--- src/rtl/apb_reg_slave.sv ---
// -----------------------------------------------------------------------------
// apb_reg_slave
//   APB4 completer fronting a bank of NUM_REGS word-aligned registers with
//   byte-strobe writes, WAIT_CYCLES programmable wait states and error
//   response. The register contents are exported as a flat vector.
//
//   Optional feature macro: APB_REG_SLAVE_PROT_CHECK_EN
//     defined   -> unprivileged writes (pprot_i[0]=0) are rejected with
//                  pslverr_o and do not commit
//     undefined -> pprot_i is ignored
//
// Ports:
//   clk_i      clock
//   rst_ni     synchronous active-low reset
//   paddr_i    byte address
//   pprot_i    protection attributes
//   psel_i     select
//   penable_i  access phase
//   pwrite_i   1 = write
//   pwdata_i   write data
//   pstrb_i    byte write strobes
//   pready_o   transfer complete (registered, single-cycle pulse)
//   prdata_o   read data (registered, 0 unless completing a good read)
//   pslverr_o  error response (registered)
//   reg_q_o    register contents, register i at [i*DATA_WIDTH +: DATA_WIDTH]
// -----------------------------------------------------------------------------
module apb_reg_slave #(
  parameter int ADDR_WIDTH  = 32,
  parameter int DATA_WIDTH  = 32,
  parameter int NUM_REGS    = 8,
  parameter int WAIT_CYCLES = 0
) (
  input  logic                           clk_i,
  input  logic                           rst_ni,
  input  logic [ADDR_WIDTH-1:0]          paddr_i,
  input  logic [2:0]                     pprot_i,
  input  logic                           psel_i,
  input  logic                           penable_i,
  input  logic                           pwrite_i,
  input  logic [DATA_WIDTH-1:0]          pwdata_i,
  input  logic [DATA_WIDTH/8-1:0]        pstrb_i,
  output logic                           pready_o,
  output logic [DATA_WIDTH-1:0]          prdata_o,
  output logic                           pslverr_o,
  output logic [NUM_REGS*DATA_WIDTH-1:0] reg_q_o
);

  localparam int STRB_W = DATA_WIDTH / 8;
  localparam int AL     = (STRB_W > 1) ? $clog2(STRB_W) : 0;
  localparam int IDX_W  = (NUM_REGS > 1) ? $clog2(NUM_REGS) : 1;
  localparam logic [ADDR_WIDTH-1:0] ALIGN_MASK = ADDR_WIDTH'((64'd1 << AL) - 64'd1);
  localparam logic [ADDR_WIDTH-1:0] NUM_REGS_A = ADDR_WIDTH'(NUM_REGS);
  localparam logic [3:0]            WAIT_LOAD  = 4'(WAIT_CYCLES);

  typedef enum logic [1:0] {
    IDLE = 2'd0,
    WAIT = 2'd1,
    DONE = 2'd2
  } state_e;

  state_e                state_r, state_next_s;
  logic [3:0]            cnt_r, cnt_next_s;
  logic [IDX_W-1:0]      idx_r;
  logic                  err_r;
  logic                  write_r;
  logic [DATA_WIDTH-1:0] regs_r [NUM_REGS];
  logic                  pready_r, pslverr_r;
  logic [DATA_WIDTH-1:0] prdata_r;

  logic [ADDR_WIDTH-1:0] word_idx_s;
  logic                  setup_s;
  logic                  dec_err_s;
  logic                  prot_err_s;
  logic [IDX_W-1:0]      sel_idx_s;
  logic                  sel_err_s;
  logic                  sel_wr_s;
  logic [DATA_WIDTH-1:0] rd_word_s;
  logic                  unused_prot_s;

`ifdef APB_REG_SLAVE_PROT_CHECK_EN
  assign prot_err_s    = pwrite_i & ~pprot_i[0];
  assign unused_prot_s = ^pprot_i[2:1];
`else
  assign prot_err_s    = 1'b0;
  assign unused_prot_s = ^pprot_i;
`endif

  assign setup_s    = psel_i & ~penable_i;
  assign word_idx_s = paddr_i >> AL;

  // Address decode of the live bus: range, alignment and protection errors.
  always_comb begin
    dec_err_s = (word_idx_s >= NUM_REGS_A) | (|(paddr_i & ALIGN_MASK)) | prot_err_s;
  end

  // In IDLE the response for a zero-wait transfer is built from the live
  // decode (it is latched on the same edge); otherwise the latched decode rules.
  always_comb begin
    if (state_r == IDLE) begin
      sel_idx_s = word_idx_s[IDX_W-1:0];
      sel_err_s = dec_err_s;
      sel_wr_s  = pwrite_i;
    end else begin
      sel_idx_s = idx_r;
      sel_err_s = err_r;
      sel_wr_s  = write_r;
    end
  end

  // Read mux over the register bank; out-of-range indices yield zero.
  always_comb begin
    rd_word_s = {DATA_WIDTH{1'b0}};
    for (int i = 0; i < NUM_REGS; i++) begin
      rd_word_s = (sel_idx_s == IDX_W'(i)) ? regs_r[i] : rd_word_s;
    end
  end

  // Next-state and wait-counter logic. The counter ends the access phase on
  // reaching 1 so that the registered pready lands on the last access cycle.
  always_comb begin
    state_next_s = state_r;
    cnt_next_s   = cnt_r;
    case (state_r)
      IDLE: begin
        if (setup_s) begin
          cnt_next_s   = WAIT_LOAD;
          state_next_s = (WAIT_LOAD == 4'd0) ? DONE : WAIT;
        end else begin
          cnt_next_s   = 4'd0;
        end
      end
      WAIT: begin
        if (!psel_i) begin
          state_next_s = IDLE;
          cnt_next_s   = 4'd0;
        end else if (penable_i) begin
          if (cnt_r <= 4'd1) begin
            state_next_s = DONE;
            cnt_next_s   = 4'd0;
          end else begin
            cnt_next_s   = cnt_r - 4'd1;
          end
        end else begin
          cnt_next_s   = cnt_r;
        end
      end
      DONE: begin
        state_next_s = IDLE;
        cnt_next_s   = 4'd0;
      end
      default: begin
        state_next_s = IDLE;
        cnt_next_s   = 4'd0;
      end
    endcase
  end

  // FSM state, wait counter, setup-phase decode latch and registered response.
  always_ff @(posedge clk_i) begin
    if (!rst_ni) begin
      state_r   <= IDLE;
      cnt_r     <= 4'd0;
      idx_r     <= {IDX_W{1'b0}};
      err_r     <= 1'b0;
      write_r   <= 1'b0;
      pready_r  <= 1'b0;
      pslverr_r <= 1'b0;
      prdata_r  <= {DATA_WIDTH{1'b0}};
    end else begin
      state_r <= state_next_s;
      cnt_r   <= cnt_next_s;
      if (state_r == IDLE && setup_s) begin
        idx_r   <= word_idx_s[IDX_W-1:0];
        err_r   <= dec_err_s;
        write_r <= pwrite_i;
      end
      pready_r  <= (state_next_s == DONE);
      pslverr_r <= (state_next_s == DONE) & sel_err_s;
      prdata_r  <= ((state_next_s == DONE) && !sel_err_s && !sel_wr_s)
                   ? rd_word_s : {DATA_WIDTH{1'b0}};
    end
  end

  // Register bank: byte-strobed commit in the completing cycle of a good write.
  always_ff @(posedge clk_i) begin
    if (!rst_ni) begin
      for (int i = 0; i < NUM_REGS; i++) begin
        regs_r[i] <= {DATA_WIDTH{1'b0}};
      end
    end else if (state_r == DONE && write_r && !err_r) begin
      for (int b = 0; b < STRB_W; b++) begin
        if (pstrb_i[b]) begin
          regs_r[idx_r][b*8 +: 8] <= pwdata_i[b*8 +: 8];
        end
      end
    end
  end

  genvar g;
  for (g = 0; g < NUM_REGS; g++) begin : g_flat
    assign reg_q_o[g*DATA_WIDTH +: DATA_WIDTH] = regs_r[g];
  end

  assign pready_o  = pready_r;
  assign pslverr_o = pslverr_r;
  assign prdata_o  = prdata_r;

endmodule

--- config.mk ---
export PLATFORM = sky130hd
export DESIGN_NAME = apb_reg_slave
export DESIGN_NICKNAME = d
export VERILOG_FILES = /design/src/rtl/apb_reg_slave.sv
export SDC_FILE = /design/constraint.sdc
export NUM_CORES = 1
export LEC_CHECK = 0
export BUFFER_PORTS_ARGS = -buffer_cell sky130_fd_sc_hd__buf_4
export CAP_MARGIN = 20
export CORE_ASPECT_RATIO = 0.9
export CORE_MARGIN = 2
export CORE_UTILIZATION = 48
export DETAILED_ROUTE_END_ITERATION = 12
export PLACE_DENSITY_LB_ADDON = 0.05
export SYNTH_ARGS = -nofsm -noshare
export SYNTH_HDL_FRONTEND = slang
export SYNTH_SLANG_ARGS = --single-unit
--- constraint.sdc ---
create_clock -name clk_i -period 2.1 [get_ports clk_i]
set_input_delay 0.105 -clock clk_i [delete_from_list [all_inputs] [get_ports clk_i]]
set_output_delay 0.105 -clock clk_i [all_outputs]
set_load 0.005 [all_outputs]
==> results by group, run 1 <==
Die
  • Die area: a little under 30000 sq um
  • # IOs: between 300 and 400
  • Starting Density: 48.82%
  • Die outline height: 163.9 microns
  • Core region area: 27940 sq um
  • FP Rows: between 50 and 60
  • Die Wd: 181.7 microns

Finish
  • Most frequent cells in the layout: 471 x buf_4, 257 x and2_1, 256 x edfxtp_1, 143 x nand2_1, 58 x a21oi_1
  • Ant diodes: 0
  • Area Growth Syn to Fin: 41.71%
  • Design Area, Final: 19330 sq um
  • End-of-flow core utilization: 69.19%
  • Commonest non-fill, non-tap cell in the layout: buf_4
  • Fillers: 2074
  • # nets final: approximately 1700
  • Layout cells sized above 1: 36.64%

GRT
  • Largest net degree at the start of global routing: 36
  • Tot GR Track Use: 30.38%
  • GRT overflow: 0
  • Busiest grt layer: met2
  • Initial antenna violation count: 1
  • Met3 Usage GRT: between 6 and 7%
  • GR Layer Usage met1: 40.72%
  • First-pass GRT wire length: ~67 mm
  • GRT met2 Usage: around half
  • Vias in the first global route: 11210

STA
  • Final worst setup slack: 60.97 ps
  • Final Max Tran Viols: 0
  • FMAX: just under 500 MHz
  • Fin crit period: 2039 ps
  • Slew Limit Headroom: 59.72%
  • Finish-stage setup viols: 0
  • Fin crit share: 97.10%
  • Tightest Pin Transition: 595.8 ps
  • Final clock skew: about 16 ps
  • Setup TNS: 0 ps
  • Final hold vios: 0

Logic synthesis
  • Net Count, Synth: 1218
  • Yosys cell types: 55
  • Post-synthesis sequential area ratio: 62.96%
  • Mapped Area: 13640 sq um
  • Syn_area_per_cell: around 12 sq um
  • Cells after synthesis: 1140
  • Yosys reg bits: 301
  • YS warnings: 0
  • Post-synth ARST share: 0%
  • Dominant synthesized flop cell: edfxtp_1
  • Post-synth EDFFs: 256

Clocking
  • CTS tree: done
  • Clock root cell: clkbuf_16
  • Worst-Skew Late Latency: about 560 ps
  • CTS HTree Levels: 1
  • Num CTS Buffers: 31
  • Clock-pin slew on the worst setup and hold paths: 60 ps
  • CTS max path bufs: 3
  • Clk sinks: 301

Routing
  • Pre-antenna DRT Iters: 6
  • Iter 0 DRT Violations: 1059
  • Post-route ant nets: 0
  • Via count: between 10000 and 15000
  • Routed WL: 46.32 mm
  • DR DRC count: 0
  • Vias per inst: 5.556
  • Post-DR wirelength/cell: 22.70 microns

Critical path
  • WS Path Type: reg -> reg
  • CP startpoint kind: flop
  • Worst Path Max Fanout: 23
  • Worst path arrival time: 2470 ps
  • Critical Path RT: 2540 ps
  • Critical path endpoint category: flop

Run status
  • Status: finished clean

Power
  • VDD IR max: 0.5995 mV
  • P per Cell Area: 721.8 nW/um^2
  • Leakage: 8.008 nW

Run
  • Max-cap violation count: 0

Placed design
  • Placed Area: 17730 sq um
  • IO buf count: 362
  • Setup WS pre-CTS: -47.92 ps
  • Final HPWL DP: 33.54 mm
  • Routability cong.: 0.8924

Hold path
  • Worst hold-check path type: in -> reg
[per-stage QoR]
stage	hold slack [ps]	std cells	total power, mW
5_1_grt	159.6	2041	14.36
4_1_cts	77.25	2036	13.95
3_5_place_dp	348.5	1935	8.349
2_1_floorplan	199.6	1140	7.451
3_3_place_gp	346.0	1935	8.327
6_report	74.80	2041	13.95
[worst max-delay path, stage by stage (launching register included)]
cell and delay [ps]:
dfxtp_2 350, buf_4 140, or4b_1 580, o21ai_2 130, nand2_1 120, buf_12 190
o2bb2ai_1 210, o2bb2ai_1 140, nor3_1 60
[flip-flops by register name, indices dropped and copies added, names as in the netlist]
register	count
write_r	1
pready_o	1
err_r	1
regs_r	256
state_r	2
idx_r	3
pslverr_o	1
prdata_o	32
cnt_r	4
[power by group]
group / internal, mW / leakage [nW] / total, mW / switching (mW)
logic: 0.732 / 4.49 / 1.55 / 0.821
clock network: 3.33 / 0.512 / 5.61 / 2.28
registers: 6.65 / 3.01 / 6.79 / 0.146
[what timing repair did]
item	4_1_cts	5_1_grt
hold buffers	41	0
hold endpoints to repair	266	0
gates cloned	0	1
setup endpoints to repair	3	362
pin swaps	1	4
gates resized for setup	1	26
setup buffers	3	4
[Yosys cell counts, drive strengths merged (3+ instances only)]
| library cell | n | area [sq um] |
|---|---|---|
| buf | 34 | 222.7 |
| a21oi | 60 | 304.0 |
| a221o | 9 | 90.09 |
| nand3 | 3 | 15.01 |
| nor3 | 13 | 65.06 |
| inv | 4 | 15.01 |
| o21ai | 107 | 580.6 |
| nor4 | 6 | 37.54 |
| nand2 | 145 | 546.8 |
| a211oi | 10 | 75.07 |
| mux2i | 5 | 78.82 |
| o221a | 9 | 101.4 |
| mux2 | 4 | 48.79 |
| dfxtp | 45 | 900.9 |
| o2bb2ai | 20 | 175.2 |
| edfxtp | 256 | 7687 |
| nand3b | 5 | 37.54 |
| a2111oi | 36 | 454.2 |
| nand2b | 5 | 31.28 |
| nor2 | 57 | 234.0 |
| a22o | 4 | 35.03 |
| clkbuf | 22 | 82.58 |
| and2 | 257 | 1608 |
[cell families (layout without fill, tap and decap cells)]
kind of cell | count (synthesis) | in the layout | synth area share, %
and+or+nand+nor | 504 | 504 | 19.60
adders and majority gates | 2 | 2 | 0.1834
buffers and inverters | 60 | 601 | 2.348
DFF | 301 | 301 | 62.96
AOI/OAI and AO/OA | 261 | 261 | 13.78
xor gates and xnor gates | 3 | 3 | 0.1927
muxes | 9 | 9 | 0.9355
[final cells by class]
class,instances,area [sq um],area share [%]
clock buffers,42,857.1,4.434
clock inverters,15,175.2,0.9062
inverters,4,15.01,0.07767
multi-input cells,779,4788,24.77
flip-flops and latches,301,8593,44.46
well taps,360,450.4,2.330
repair buffers,540,4451,23.02
[final timing paths]
| path | startpoint | to | slack [ps] | cells past startpoint |
|---|---|---|---|---|
| worst max-delay path | state_r[1]$_SDFF_PN0_ | prdata_o[11]$_SDFF_PN0_ | 60 | 8 |
| worst min-delay path | paddr_i[30] | pslverr_o$_SDFF_PN0_ | 70 | 6 |
| worst max register to register | state_r[1]$_SDFF_PN0_ | prdata_o[11]$_SDFF_PN0_ | 60 | 8 |
| worst min register to register | err_r$_SDFFE_PN0P_ | err_r$_SDFFE_PN0P_ | 490 | 2 |
[metal layers]
| layer | share of wire, % | wire (microns) | vias up |
|---|---|---|---|
| li1 | - | - | 5189 |
| met1 | 41 | 18970 | 5472 |
| met2 | 46 | 21440 | 581 |
| met3 | 9.3 | 4314 | 97 |
| met4 | 3.5 | 1599 | 0 |
| met5 | 0 | 0 | - |
(Power assumes the default switching activity.)
==> inputs of run 2 (changes only) <==
--- a/config.mk
+++ b/config.mk
@@ -9,7 +9,8 @@
 export CAP_MARGIN = 20
 export CORE_ASPECT_RATIO = 0.9
 export CORE_MARGIN = 2
-export CORE_UTILIZATION = 48
+export CORE_UTILIZATION = 44
+export CTS_BUF_LIST = sky130_fd_sc_hd__clkbuf_4
 export DETAILED_ROUTE_END_ITERATION = 12
 export PLACE_DENSITY_LB_ADDON = 0.05
 export SYNTH_ARGS = -nofsm -noshare
==> results by group, run 2 (same netlist as run 1, synthesis figures left out) <==
GRT
  • Initial antenna violation count: 1 (unchanged)
  • GRT overflow: 0 (unchanged)
  • Largest net degree at the start of global routing: 36 (unchanged)
  • Tot GR Track Use: 29.22% (-1.2 points)
  • Vias in the first global route: 11600 (+3.4%)
  • First-pass GRT wire length: 69.70 mm (+3.4%)

Critical path
  • Critical path endpoint category: flop
  • Worst path arrival time: 2630 ps (+160 ps)
  • CP startpoint kind: flop
  • CP startpoint: state_r[0]$_SDFF_PN0_
  • RR Startpoint: state_r[0]$_SDFF_PN0_
  • Critical Path RT: 2680 ps (+140 ps)
  • WS Path Type: reg -> reg
  • Worst Path Max Fanout: 12 (-48%)

STA
  • Final hold vios: 0 (unchanged)
  • Final Max Tran Viols: 0 (unchanged)
  • RSZ-0062 raised after global routing: true
  • Fin crit share: 97.59% (+0.49 points)
  • Fin crit period: 2049 ps (+10.34 ps)
  • Tightest Pin Transition: 593.5 ps (-2.361 ps)
  • Final clock skew: 46.95 ps (+30.45 ps)
  • Slew Limit Headroom: 60.08% (+0.36 points)
  • FMAX: 488.0 MHz (-0.50%)
  • Finish-stage setup viols: 0 (unchanged)

Finish
  • # nets final: 1810 (+4.3%)
  • Most flops, register: regs_r
  • Reg area: 8594 sq um (about the same)
  • End-of-flow core utilization: 64.02% (-5.2 points)
  • Most frequent cells in the layout: 498 x buf_4, 257 x and2_1, 256 x edfxtp_1, 143 x nand2_1, 126 x clkbuf_4
  • Multi-input gate area: 4836 sq um (+0.99%)
  • Layout cells sized above 1: 40.51% (+3.9 points)
  • Non-Filler Instances: 2207 (+8.1%)
  • Commonest non-fill, non-tap cell in the layout: buf_4
  • Fillers: 2488 (+20%)
  • Max FFs per register: 256 (unchanged)
  • Area Growth Syn to Fin: 44.00%

Power
  • Net Sw Frac: 24.94% (+1.7 points)
  • Int Power: 10.38 mW (-3.1%)
  • Sw power: 3.449 mW (+6.3%)
  • Power Total: 13.83 mW (-0.90%)
  • VDD IR max: 0.4573 mV (-24%)
  • Flop pwr share: 49.2% (+0.5 points)
  • P per Cell Area: 703.9 nW/um^2 (-2.5%)
  • Clk pwr share: 39.4% (-0.8 points)
  • Logic pwr share: 11.5% (+0.4 points)
  • Leakage: 8.225 nW (+2.7%)

Clocking
  • Worst-Skew Late Latency: 710 ps (+150 ps)
  • Num CTS Buffers: 82 (+160%)
  • CTS max path bufs: 3 (unchanged)
  • CTS HTree Levels: 3 (+2)
  • Clock-pin slew on the worst setup and hold paths: 70 ps (about the same)
  • CTS tree: done
  • Clock root cell: clkbuf_4
  • Clk sinks: 301 (unchanged)

Die
  • # IOs: 366 (unchanged)
  • FP Rows: 61 (+5.2%)
  • Die outline height: 171.0 microns (+4.3%)
  • Core region area: 30680 sq um (+9.8%)
  • Die area: 32430 sq um (+8.9%)
  • Die Wd: 189.6 microns (+4.3%)
  • Starting Density: 44.46% (-4.4 points)

Placed design
  • IO buf count: 362 (unchanged)
  • Number of placed instances, taps included: 2003 (+3.5%)
  • Final HPWL DP: 34.90 mm (+4.0%)
  • Routability cong.: 0.8614 (-3.5%)

Routing
  • Post-DR wirelength/cell: 21.91 microns (-3.5%)
  • Routed WL: 48.36 mm (+4.4%)
  • Via count: 11730 (+3.5%)
  • Post-route ant nets: 0 (unchanged)
  • Iter 0 DRT Violations: 917 (-13%)
  • Pre-antenna DRT Iters: 5 (-1)
  • Vias per inst: 5.315 (-4.3%)
  • DR DRC count: 0 (unchanged)

Run status
  • Status: finished clean

Hold path
  • Hold Path Origin: pstrb_i[1]
  • Worst hold-check path type: in -> reg

Run
  • Max-cap violation count: 0 (unchanged)
run 2: final timing paths:
kind	end	slack [ps]	cells after the start
max reg2reg	prdata_o[12]$_SDFF_PN0_	50	8
min reg2reg	err_r$_SDFFE_PN0P_	510	2
min	regs_r[5][15]$_SDFFCE_PN0P_	70	5
max	prdata_o[12]$_SDFF_PN0_	50	8
run 2: per-stage QoR:
step | setup WS [ps] | hold WS, ps | TNS (ps) | cell area [sq um]
6_report | 50.63 | 73.91 | 0 | 19640
5_1_grt | -61.71 | 50.19 | -231.2 | 19640
4_1_cts | 1.632 | 12.42 | 0 | 19520
3_5_place_dp | -150.3 | 348.6 | -330.1 | 17910
3_3_place_gp | -22.81 | 348.6 | -22.81 | 17910
2_1_floorplan | -89.43 | 199.6 | -22130 | 13640
run 2: cell type report:
type / count / area share, %
Clock buffer: 126 / 4.816
Sequential cell: 301 / 43.75
Tap cell: 409 / 2.605
Inverter: 4 / 0.07644
Multi-Input combinational cell: 779 / 24.62
Timing Repair Buffer: 564 / 23.37
Antenna cell: 1 / 0.01274
Clock inverter: 23 / 0.7453
run 2: timing repair:
| item | 4_1_cts | 5_1_grt |
|---|---|---|
| buffers inserted | 5 | 3 |
| gates resized for setup | 8 | 30 |
| hold buffers | 46 | 0 |
| pin swaps | 2 | 6 |
| setup endpoints to repair | 10 | 137 |
| endpoints found under the hold margin | 278 | 0 |
run 2: routing by layer:
| layer | track usage [%] | wire (microns) | vias up |
|---|---|---|---|
| li1 | - | - | 5402 |
| met1 | 38.72 | 20210 | 5640 |
| met2 | 47.05 | 22600 | 601 |
| met3 | 7.528 | 4357 | 88 |
| met4 | 9.673 | 1188 | 0 |
| met5 | 0 | 0 | - |
run 2: worst max-delay path, cell delays in order, from the launching register on:
cell	delay, ps
dfxtp_4	380
nor2_4	130
buf_12	130
mux2_4	340
buf_12	160
o21ai_1	200
nand2_1	90
a2111oi_2	390
a2111oi_2	80
run 2: power groups by stage:
stage	sequential [mW]	clock (mW)	combinational, mW
2_1_floorplan	6.88	0	0.568
3_3_place_gp	6.92	0	1.45
3_5_place_dp	6.92	0	1.47
4_1_cts	6.79	5.57	1.55
5_1_grt	6.81	5.87	1.69
6_report	6.80	5.45	1.58
